--- config.mk ---
export PLATFORM = sky130hd
export DESIGN_NAME = shift_sequencer_flat
export DESIGN_NICKNAME = d
export VERILOG_FILES = /design/src/rtl/shift_sequencer_if.sv /design/src/rtl/shift_sequencer.sv /design/src/flat_wrapper.sv
export SDC_FILE = /design/constraint.sdc
export NUM_CORES = 1
export LEC_CHECK = 0
export BUFFER_PORTS_ARGS = -buffer_cell sky130_fd_sc_hd__buf_2
export CORE_ASPECT_RATIO = 0.8
export CORE_MARGIN = 2
export CORE_UTILIZATION = 46
export CTS_CLUSTER_DIAMETER = 120
export DETAILED_ROUTE_END_ITERATION = 16
export PLACE_DENSITY = 0.74
export SLEW_MARGIN = 20
export SYNTH_ARGS = -nofsm -noshare
export SYNTH_HDL_FRONTEND = slang
export SYNTH_SLANG_ARGS = --single-unit
--- constraint.sdc ---
create_clock -name clk -period 1.5 [get_ports clk]
set_clock_uncertainty 0.05 [all_clocks]
set_input_delay 0.375 -clock clk [delete_from_list [all_inputs] [get_ports clk]]
set_output_delay 0.375 -clock clk [all_outputs]
set_load 0.02 [all_outputs]
--- src/rtl/shift_sequencer_if.sv ---
// shift_sequencer_if
//   Command and downstream-drive bundle for shift_sequencer.
//   Parameters:
//     WIDTH - data width, matches the downstream shift register (>= 2)
//     CW    - width of the shift-count field
//   Signals:
//     cmd_valid_i / cmd_ready_o - command handshake
//     cmd_word_i, cmd_dir_i, cmd_count_i, cmd_fill_i, cmd_rotate_i - command fields
//     funct_o, word_o, serial_o - drive to the downstream register
//     bit_o, bit_valid_o        - bit shifted out in each SHIFT cycle
//     mirror_o                  - copy of the downstream register contents
//     busy_o, done_o            - command in progress / one-cycle completion pulse
//   Modports: master = command issuer / observer, slave = sequencer.
interface shift_sequencer_if #(
   parameter int WIDTH = 4,
   parameter int CW    = $clog2(WIDTH + 1)
);
   logic             cmd_valid_i;
   logic             cmd_ready_o;
   logic [WIDTH-1:0] cmd_word_i;
   logic             cmd_dir_i;
   logic [CW-1:0]    cmd_count_i;
   logic             cmd_fill_i;
   logic             cmd_rotate_i;
   logic [1:0]       funct_o;
   logic [WIDTH-1:0] word_o;
   logic             serial_o;
   logic             bit_o;
   logic             bit_valid_o;
   logic [WIDTH-1:0] mirror_o;
   logic             busy_o;
   logic             done_o;

   modport master (
      output cmd_valid_i, cmd_word_i, cmd_dir_i, cmd_count_i, cmd_fill_i, cmd_rotate_i,
      input  cmd_ready_o, funct_o, word_o, serial_o, bit_o, bit_valid_o,
             mirror_o, busy_o, done_o
   );

   modport slave (
      input  cmd_valid_i, cmd_word_i, cmd_dir_i, cmd_count_i, cmd_fill_i, cmd_rotate_i,
      output cmd_ready_o, funct_o, word_o, serial_o, bit_o, bit_valid_o,
             mirror_o, busy_o, done_o
   );
endinterface

--- src/rtl/shift_sequencer.sv ---
// shift_sequencer
//   Command-driven sequencer feeding a parallel-load/shift register. Each
//   accepted command loads a word, then shifts it left or right a clamped
//   number of times with a constant fill bit or rotate-around, reporting
//   every bit shifted out and finishing with a one-cycle done pulse.
//   Ports:
//     clk   - rising-edge clock
//     rst_n - asynchronous active-low reset
//     bus   - shift_sequencer_if.slave: command handshake, downstream drive
//             (funct_o/word_o/serial_o), shifted-out bit, mirror, busy/done
module shift_sequencer #(
   parameter int WIDTH = 4,
   parameter int CW    = $clog2(WIDTH + 1)
) (
   input logic              clk,
   input logic              rst_n,
   shift_sequencer_if.slave bus
);

   typedef enum logic [1:0] {
      IDLE  = 2'd0,
      LOAD  = 2'd1,
      SHIFT = 2'd2,
      DONE  = 2'd3
   } state_t;

   localparam logic [1:0] F_NA    = 2'b00;
   localparam logic [1:0] F_LOAD  = 2'b01;
   localparam logic [1:0] F_LEFT  = 2'b10;
   localparam logic [1:0] F_RIGHT = 2'b11;

   state_t           state_q, state_d;
   logic [WIDTH-1:0] word_q, word_d;
   logic             dir_q, dir_d;
   logic             fill_q, fill_d;
   logic             rot_q, rot_d;
   logic [CW-1:0]    cnt_q, cnt_d;
   logic [WIDTH-1:0] mirror_q, mirror_d;
   logic             out_d;

   logic [1:0]       funct_q;
   logic             serial_q;
   logic             bit_q;
   logic             bit_valid_q;
   logic             busy_q;
   logic             done_q;

   // Next-state and next-mirror. Outputs are registered, so the bit that will
   // leave the register in the coming cycle is derived from the next mirror.
   always_comb begin
      state_d  = state_q;
      word_d   = word_q;
      dir_d    = dir_q;
      fill_d   = fill_q;
      rot_d    = rot_q;
      cnt_d    = cnt_q;
      mirror_d = mirror_q;
      case (state_q)
         IDLE: begin
            if (bus.cmd_valid_i) begin
               word_d  = bus.cmd_word_i;
               dir_d   = bus.cmd_dir_i;
               fill_d  = bus.cmd_fill_i;
               rot_d   = bus.cmd_rotate_i;
               cnt_d   = (bus.cmd_count_i > CW'(WIDTH)) ? CW'(WIDTH) : bus.cmd_count_i;
               state_d = LOAD;
            end
         end
         LOAD: begin
            mirror_d = word_q;
            state_d  = (cnt_q != '0) ? SHIFT : DONE;
         end
         SHIFT: begin
            // serial_q is the serial bit presented downstream this cycle
            mirror_d = dir_q ? {serial_q, mirror_q[WIDTH-1:1]}
                             : {mirror_q[WIDTH-2:0], serial_q};
            cnt_d    = cnt_q - CW'(1);
            state_d  = (cnt_q == CW'(1)) ? DONE : SHIFT;
         end
         DONE: begin
            state_d = IDLE;
         end
         default: begin
            state_d = IDLE;
         end
      endcase
      out_d = dir_d ? mirror_d[0] : mirror_d[WIDTH-1];
   end

   always_ff @(posedge clk or negedge rst_n) begin
      if (!rst_n) begin
         state_q     <= IDLE;
         word_q      <= '0;
         dir_q       <= 1'b0;
         fill_q      <= 1'b0;
         rot_q       <= 1'b0;
         cnt_q       <= '0;
         mirror_q    <= '0;
         funct_q     <= F_NA;
         serial_q    <= 1'b0;
         bit_q       <= 1'b0;
         bit_valid_q <= 1'b0;
         busy_q      <= 1'b0;
         done_q      <= 1'b0;
      end else begin
         state_q     <= state_d;
         word_q      <= word_d;
         dir_q       <= dir_d;
         fill_q      <= fill_d;
         rot_q       <= rot_d;
         cnt_q       <= cnt_d;
         mirror_q    <= mirror_d;
         funct_q     <= (state_d == LOAD)  ? F_LOAD :
                        (state_d == SHIFT) ? (dir_d ? F_RIGHT : F_LEFT) : F_NA;
         serial_q    <= (state_d == SHIFT) ? (rot_d ? out_d : fill_d) : 1'b0;
         bit_q       <= (state_d == SHIFT) ? out_d : 1'b0;
         bit_valid_q <= (state_d == SHIFT);
         busy_q      <= (state_d != IDLE);
         done_q      <= (state_d == DONE);
      end
   end

   assign bus.cmd_ready_o = (state_q == IDLE);
   assign bus.funct_o     = funct_q;
   assign bus.word_o      = word_q;
   assign bus.serial_o    = serial_q;
   assign bus.bit_o       = bit_q;
   assign bus.bit_valid_o = bit_valid_q;
   assign bus.mirror_o    = mirror_q;
   assign bus.busy_o      = busy_q;
   assign bus.done_o      = done_q;

endmodule
--- src/flat_wrapper.sv ---
// flat-port wrapper written by rule: the top's interface ports become plain ports
module shift_sequencer_flat 
#(
   parameter int WIDTH = 4,
   parameter int CW    = $clog2(WIDTH + 1)
)
  (clk, rst_n, bus_cmd_valid_i, bus_cmd_word_i, bus_cmd_dir_i, bus_cmd_count_i, bus_cmd_fill_i, bus_cmd_rotate_i, bus_cmd_ready_o, bus_funct_o, bus_word_o, bus_serial_o, bus_bit_o, bus_bit_valid_o, bus_mirror_o, bus_busy_o, bus_done_o);
  shift_sequencer_if #(.WIDTH(WIDTH), .CW(CW)) bus_i ();
  input logic clk;
  input logic rst_n;
  input wire logic [$bits(bus_i.cmd_valid_i)-1:0] bus_cmd_valid_i;
  input wire logic [$bits(bus_i.cmd_word_i)-1:0] bus_cmd_word_i;
  input wire logic [$bits(bus_i.cmd_dir_i)-1:0] bus_cmd_dir_i;
  input wire logic [$bits(bus_i.cmd_count_i)-1:0] bus_cmd_count_i;
  input wire logic [$bits(bus_i.cmd_fill_i)-1:0] bus_cmd_fill_i;
  input wire logic [$bits(bus_i.cmd_rotate_i)-1:0] bus_cmd_rotate_i;
  output wire logic [$bits(bus_i.cmd_ready_o)-1:0] bus_cmd_ready_o;
  output wire logic [$bits(bus_i.funct_o)-1:0] bus_funct_o;
  output wire logic [$bits(bus_i.word_o)-1:0] bus_word_o;
  output wire logic [$bits(bus_i.serial_o)-1:0] bus_serial_o;
  output wire logic [$bits(bus_i.bit_o)-1:0] bus_bit_o;
  output wire logic [$bits(bus_i.bit_valid_o)-1:0] bus_bit_valid_o;
  output wire logic [$bits(bus_i.mirror_o)-1:0] bus_mirror_o;
  output wire logic [$bits(bus_i.busy_o)-1:0] bus_busy_o;
  output wire logic [$bits(bus_i.done_o)-1:0] bus_done_o;
  assign bus_i.cmd_valid_i = bus_cmd_valid_i;
  assign bus_i.cmd_word_i = bus_cmd_word_i;
  assign bus_i.cmd_dir_i = bus_cmd_dir_i;
  assign bus_i.cmd_count_i = bus_cmd_count_i;
  assign bus_i.cmd_fill_i = bus_cmd_fill_i;
  assign bus_i.cmd_rotate_i = bus_cmd_rotate_i;
  assign bus_cmd_ready_o = bus_i.cmd_ready_o;
  assign bus_funct_o = bus_i.funct_o;
  assign bus_word_o = bus_i.word_o;
  assign bus_serial_o = bus_i.serial_o;
  assign bus_bit_o = bus_i.bit_o;
  assign bus_bit_valid_o = bus_i.bit_valid_o;
  assign bus_mirror_o = bus_i.mirror_o;
  assign bus_busy_o = bus_i.busy_o;
  assign bus_done_o = bus_i.done_o;
  shift_sequencer #(.WIDTH(WIDTH), .CW(CW)) u_core (.clk(clk), .rst_n(rst_n), .bus(bus_i));
endmodule
# After elaboration in Yosys (flattened, before gate mapping)
# Index checks and enable logic that the tools add are counted.
[op_classes] n_addsub=1 mul=0 div_mod_pow=0 n_lt_le_gt_ge=1 eq_ne=8 n_shift=0 n_mux=22 n_bitwise=0 reduce_logical=7
[ops] cell="two-way mux 1 bit" count=13
[ops] cell="== test 2 bit, second input constant" count=4
[ops] cell="one-hot mux 2 bit (4 select lines)" count=1
[ops] cell="one-hot mux 4 bit (2 select lines)" count=1
[ops] cell="two-way mux 2 bit" count=3
[ops] cell="two-way mux 3 bit" count=2
[ops] cell="one-hot mux 3 bit (2 select lines)" count=1
[ops] cell="nonzero test 2 bit" count=3
[ops] cell="== test 2 x 1 -> 1 bit, second input constant" count=2
[ops] cell="two-way mux 4 bit" count=1
[ops] cell="AND reduction 2 bit" count=2
[ops] cell="== test 3 x 1 -> 1 bit, second input constant" count=1
[ops] cell="> comparator 3 bit, second input constant" count=1
[ops] cell="nonzero test 3 bit" count=1
[ops] cell="subtractor 3 x 1 -> 3 bit, second input constant" count=1
[ops] cell="zero test 2 bit" count=1
[ops] cell="!= test 2 bit, second input constant" count=1
[totals] register_bits=23 latchBits=0 mem_bits_rw=0 mem_bits_ro=0 in_bits=13 output_inout_bits=16 word_cells=53 memories=0

# Depth between registers and ports, before layout
[depth] ltp_word=6 depth_mapped=7 mapped_depth_nobuf=6

# Worst setup path after synthesis
# Ideal clock, no wire load.
[synth_path] path_type="reg-to-reg" from="reg u_core.state_q[0]" to="reg u_core.serial_q, in the netlist u_core.bus.serial_o" setup_time_ps=94 arrival_ps=1649 t_required_ps=1356 path_slack_ps=-293 path_stages_with_launch=7 path_buffers=0 period_less_slack_ps=1793 cell_sequence="dfrtp_1 inv_1 ha_1 nand2_4 mux2_4 mux2i_1 a211oi_1"
[synth_via] elab_chain_len=5 word_cells_on_any_way=14 classes_between="eq/ne: 4; mux: 9; reduce/logical: 1"
[synth_lines] element="from (decl)" line_no="shift_sequencer.sv:32" source="state_t state_q, state_d;"
[synth_lines] element="from (signal assigned)" line_no="shift_sequencer.sv:106" source="state_q <= state_d;"
[synth_lines] element="zero test 2 bit"
[synth_lines] element="via bus_cmd_ready_o" line_no="flat_wrapper.sv:17" source="output wire logic [$bits(bus_i.cmd_ready_o)-1:0] bus_cmd_ready_o;"
[synth_lines] element="two-way mux 1 bit" line_no="shift_sequencer.sv:58" source="case (state_q)"
[synth_lines] element="via u_core.dir_d" line_no="shift_sequencer.sv:34" source="logic dir_q, dir_d;"
[synth_lines] element="two-way mux 1 bit" line_no="shift_sequencer.sv:87" source="out_d = dir_d ? mirror_d[0] : mirror_d[WIDTH-1];"
[synth_lines] element="two-way mux 1 bit (2 in series)" line_no="shift_sequencer.sv:115" source="serial_q <= (state_d == SHIFT) ? (rot_d ? out_d : fill_d) : 1'b0;"
[synth_lines] element="to (signal assigned)" line_no="shift_sequencer.sv:115"
[synth_lines] element="to (decl)" line_no="shift_sequencer.sv:42" source="logic serial_q;"
# The timed path passes the listed nets, and every way through them passes these cells.
# A chain may end at the register's enable or synchronous reset.

# Worst setup path after layout
[layout_path] from="reg u_core.state_q[0]" to="out bus_cmd_ready_o"
[layout_via] elab_chain_len=1
[layout_lines] element="zero test 2 bit" line_no="shift_sequencer.sv:123" source="assign bus.cmd_ready_o = (state_q == IDLE);"
[layout_lines] element="to (decl)" line_no="flat_wrapper.sv:17"
# No other way between the ends.

==> results.tsv <==
stage	metric	value	unit
global_route	largest net degree at the start of global routing	23	
die	row cnt	15	
hold_path	Worst Hold End	u_core.bus.word_o[3]	
power_and_ir_drop	Comb pwr share	63.0	%
synth	Seq/Total Area, Yosys	50.17	%
drt	# DRC	2	
cts	CTS Buf Count	3	
die	Initial Util	49.55	%
finish	fin util	66.67	%
critical_path	Worst Reg2Reg Path Length in Cells	6	
sta	Worst Tran Pin Value	0.4751	ns
drt	WL/cell	15.87	um
power_and_ir_drop	clock power share	7.0	%
critical_path	CP Capture Type	output port	
hold_path	worst hold path class	in2reg	
drt	DRT Pass-1 Iters	10	
cts	CTS H-tree lvls	1	
sta	final worst-path cycle share	106.7	%
synth	Post-Syn Nets	119	
synth	Yosys reg bits	22	
finish	Layout Nets	165	
power_and_ir_drop	switching part of the total power	44.21	%
place	IO buf count	28	
sta	Max Fclk	0.6247	GHz
power_and_ir_drop	NetSw	1.625	mW
drt	drt total wl	2666	um
place	HPWL after detailed placement	1843	um
sta	final number of hold-violating endpoints	0	
die	Die ar.	2795	sq um
power_and_ir_drop	Power per Cell Area	2489	nW/um^2
critical_path	Worst Path Required	1.07	ns
hold_path	Hold Crit Depth	2	
critical_path	Max FO, Critical Path	3	
sta	final setup margin	-0.1007	ns
finish	share of post-route cells with drive strength above 1	48.95	%
finish	most common cell after layout, fill and taps aside	buf_2	
synth	Ys Warns	0	
die	die height	47.69	um
die	total core area	2215	sq um
critical_path	reg2reg end	u_core.bus.serial_o	
cts	Max clock buf depth	2	
power_and_ir_drop	final total power	3.675	mW
sta	fin. max-slew vios	0	
die	IO Pins	29	
place	Final Wtd Congestion	0.8068	
critical_path	worst r2r src	u_core.state_q[0]	
critical_path	Crit path arrival time	1.18	ns
critical_path	reg2reg setup slack	-0.05	ns
job	max_cap viols	0	
cts	Worst-path clk slew	0.11	ns
power_and_ir_drop	leak pwr	0.7376	nW
power_and_ir_drop	Seq pwr share	30.1	%
cts	TritonCTS clock tree	built	
cts	CTS sink cnt	22	
status	status	finished, violations left	
sta	Max transition margin	68.33	%
global_route	GRT overflow	0	
critical_path	Crit Path Class	reg2out	
drt	antenna viol nets, final	0	
power_and_ir_drop	Worst VDD drop	1035	uV
sta	Min Clock Period, post-route	1.601	ns
drt	first-iteration detailed-routing DRC count	20	
global_route	first-pass GRT wire length	3981	um
synth	Netlist cell types	27	
critical_path	startpoint types	flip-flop	
synth	average size of a mapped cell	11.08	sq um
global_route	vias in the first global route	876	
synth	synthesized instance count	99	
die	die width	58.61	um
hold_path	Worst Min Path Start	bus_cmd_word_i[3]	
drt	vias per inst	5.387	
cts	Root Buffer	clkbuf_4	
finish	area grow syn2layout	34.55	%
drt	via count	905	
status	failing checks	design-rule violations, negative setup slack	
synth	Post-Syn Area	1097	sq um
power_and_ir_drop	internal power	2.050	mW
finish	n_diodes	0	
cts	Worst-Skew Late Latency	0.30	ns
finish	most frequent cells in the layout	buf_2, dfrtp_1, buf_4	
sta	unrepaired setup endpoints after global routing	yes	
global_route	antenna violations before repair	0	
sta	Final setup viols	2	
global_route	gr usage total	20.07	%
metrics by stage:
stage | setup WS (ns) | cells | setup TNS, ns | area, sq um | hold WS, ns
detailed placement | -0.09091 | 156 | -0.1105 | 1316 | 0.3126
CTS | -0.1104 | 164 | -0.2980 | 1401 | 0.2454
global placement | 0.01082 | 156 | 0 | 1316 | 0.3069
global route | -0.1576 | 168 | -0.7216 | 1476 | 0.2226
floorplan | -0.03202 | 99 | -0.03202 | 1110 | 0.02941
finish | -0.1007 | 168 | -0.1525 | 1476 | 0.2495
power by group through the flow:
stage          Sequential, mW  Clock (mW)  Combinational, mW
4_1_cts                  1.09       0.261               2.07
2_1_floorplan            1.27           0               1.12
3_5_place_dp             1.10           0               1.90
3_3_place_gp             1.08           0               1.85
6_report                 1.10       0.255               2.31
5_1_grt                  1.14       0.297               2.53
cells by family after synthesis:
group	share of synthesized area, %
flip-flops	50.17
buffers and inverters	4.675
AO/OA/AOI/OAI	13.68
multiplexers	12.31
adder cells (fa/ha/maj)	7.981
AND/OR/NAND/NOR	11.17
repair_timing:
item                                   4_1_cts  5_1_grt
setup buffers                                4        4
setup endpoints to repair                    9       12
pin swaps                                    1        5
resized for setup                            5       13
endpoints found under the hold margin       22        0
hold buffers                                 1        0
synth_stat cells:
library cell  instances  area [sq um]
ha_1                  7         87.58
inv_1                 9         33.78
nand2b_1              5         31.28
o22ai_1               1         6.260
mux2_4                1         15.01
nand3_1               3         15.01
dfrtp_1              22         550.5
buf_4                 1         7.510
nand2_1               6         22.52
or2_1                 1         6.260
o21ai_0               7         35.03
a22oi_1               1         7.510
a211oi_1              1         7.510
buf_2                 2         10.01
nor2_1                6         22.52
mux2i_1               3         30.03
nand2_4               1         11.26
nand3b_1              1         7.510
o2bb2ai_1             1         8.760
and2_1                1         6.260
a221oi_1              2         17.52
o211ai_2              2         25.02
a21oi_1               5         25.02
o31ai_2               1         12.51
o21ai_1               1         5.000
mux2_2                5         56.30
mux2_1                3         33.78
worst max-delay path by stage:
stage	from	end	slack, ns	depth (start not counted)
global route	u_core.state_q[1]	bus_cmd_ready_o	-0.16	4
global placement	u_core.state_q[0]	u_core.bus.serial_o	0.01	6
finish	u_core.state_q[0]	bus_cmd_ready_o	-0.10	4
detailed placement	u_core.state_q[0]	u_core.bus.serial_o	-0.09	6
floorplan	u_core.state_q[0]	u_core.bus.serial_o	-0.03	6
CTS	u_core.state_q[0]	bus_cmd_ready_o	-0.11	4
registers in the layout, summed over array words and instances (netlist names), 2 cells and up:
name	cells
u_core.bus.funct_o	2
u_core.bus.mirror_o	4
u_core.bus.word_o	4
u_core.cnt_q	3
u_core.state_q	2
area by class of cell:
cell class	count	area, sq um
Timing Repair Buffer	44	272.8
Sequential cell	22	550.5
Clock buffer	3	22.52
Inverter	9	33.78
Tap cell	25	31.28
Fill cell	177	738.2
Multi-Input combinational cell	65	565.5
worst max-delay path, stage by stage, from the launching register on:
cell,delay (ns)
dfrtp_1,0.40
inv_2,0.07
ha_4,0.17
buf_6,0.11
buf_6,0.12
metal layers:
layer / global-route usage (%) / share of wire (%) / routed length [um] / up-vias
met5: 0 / 0 / 0 / -
met4: 8.182 / 1.7 / 44 / 0
met3: 6.757 / 5.4 / 144 / 6
met2: 32.81 / 49 / 1309 / 25
met1: 25.13 / 44 / 1168 / 441
li1: - / - / - / 433
(Power assumes the default switching activity.)
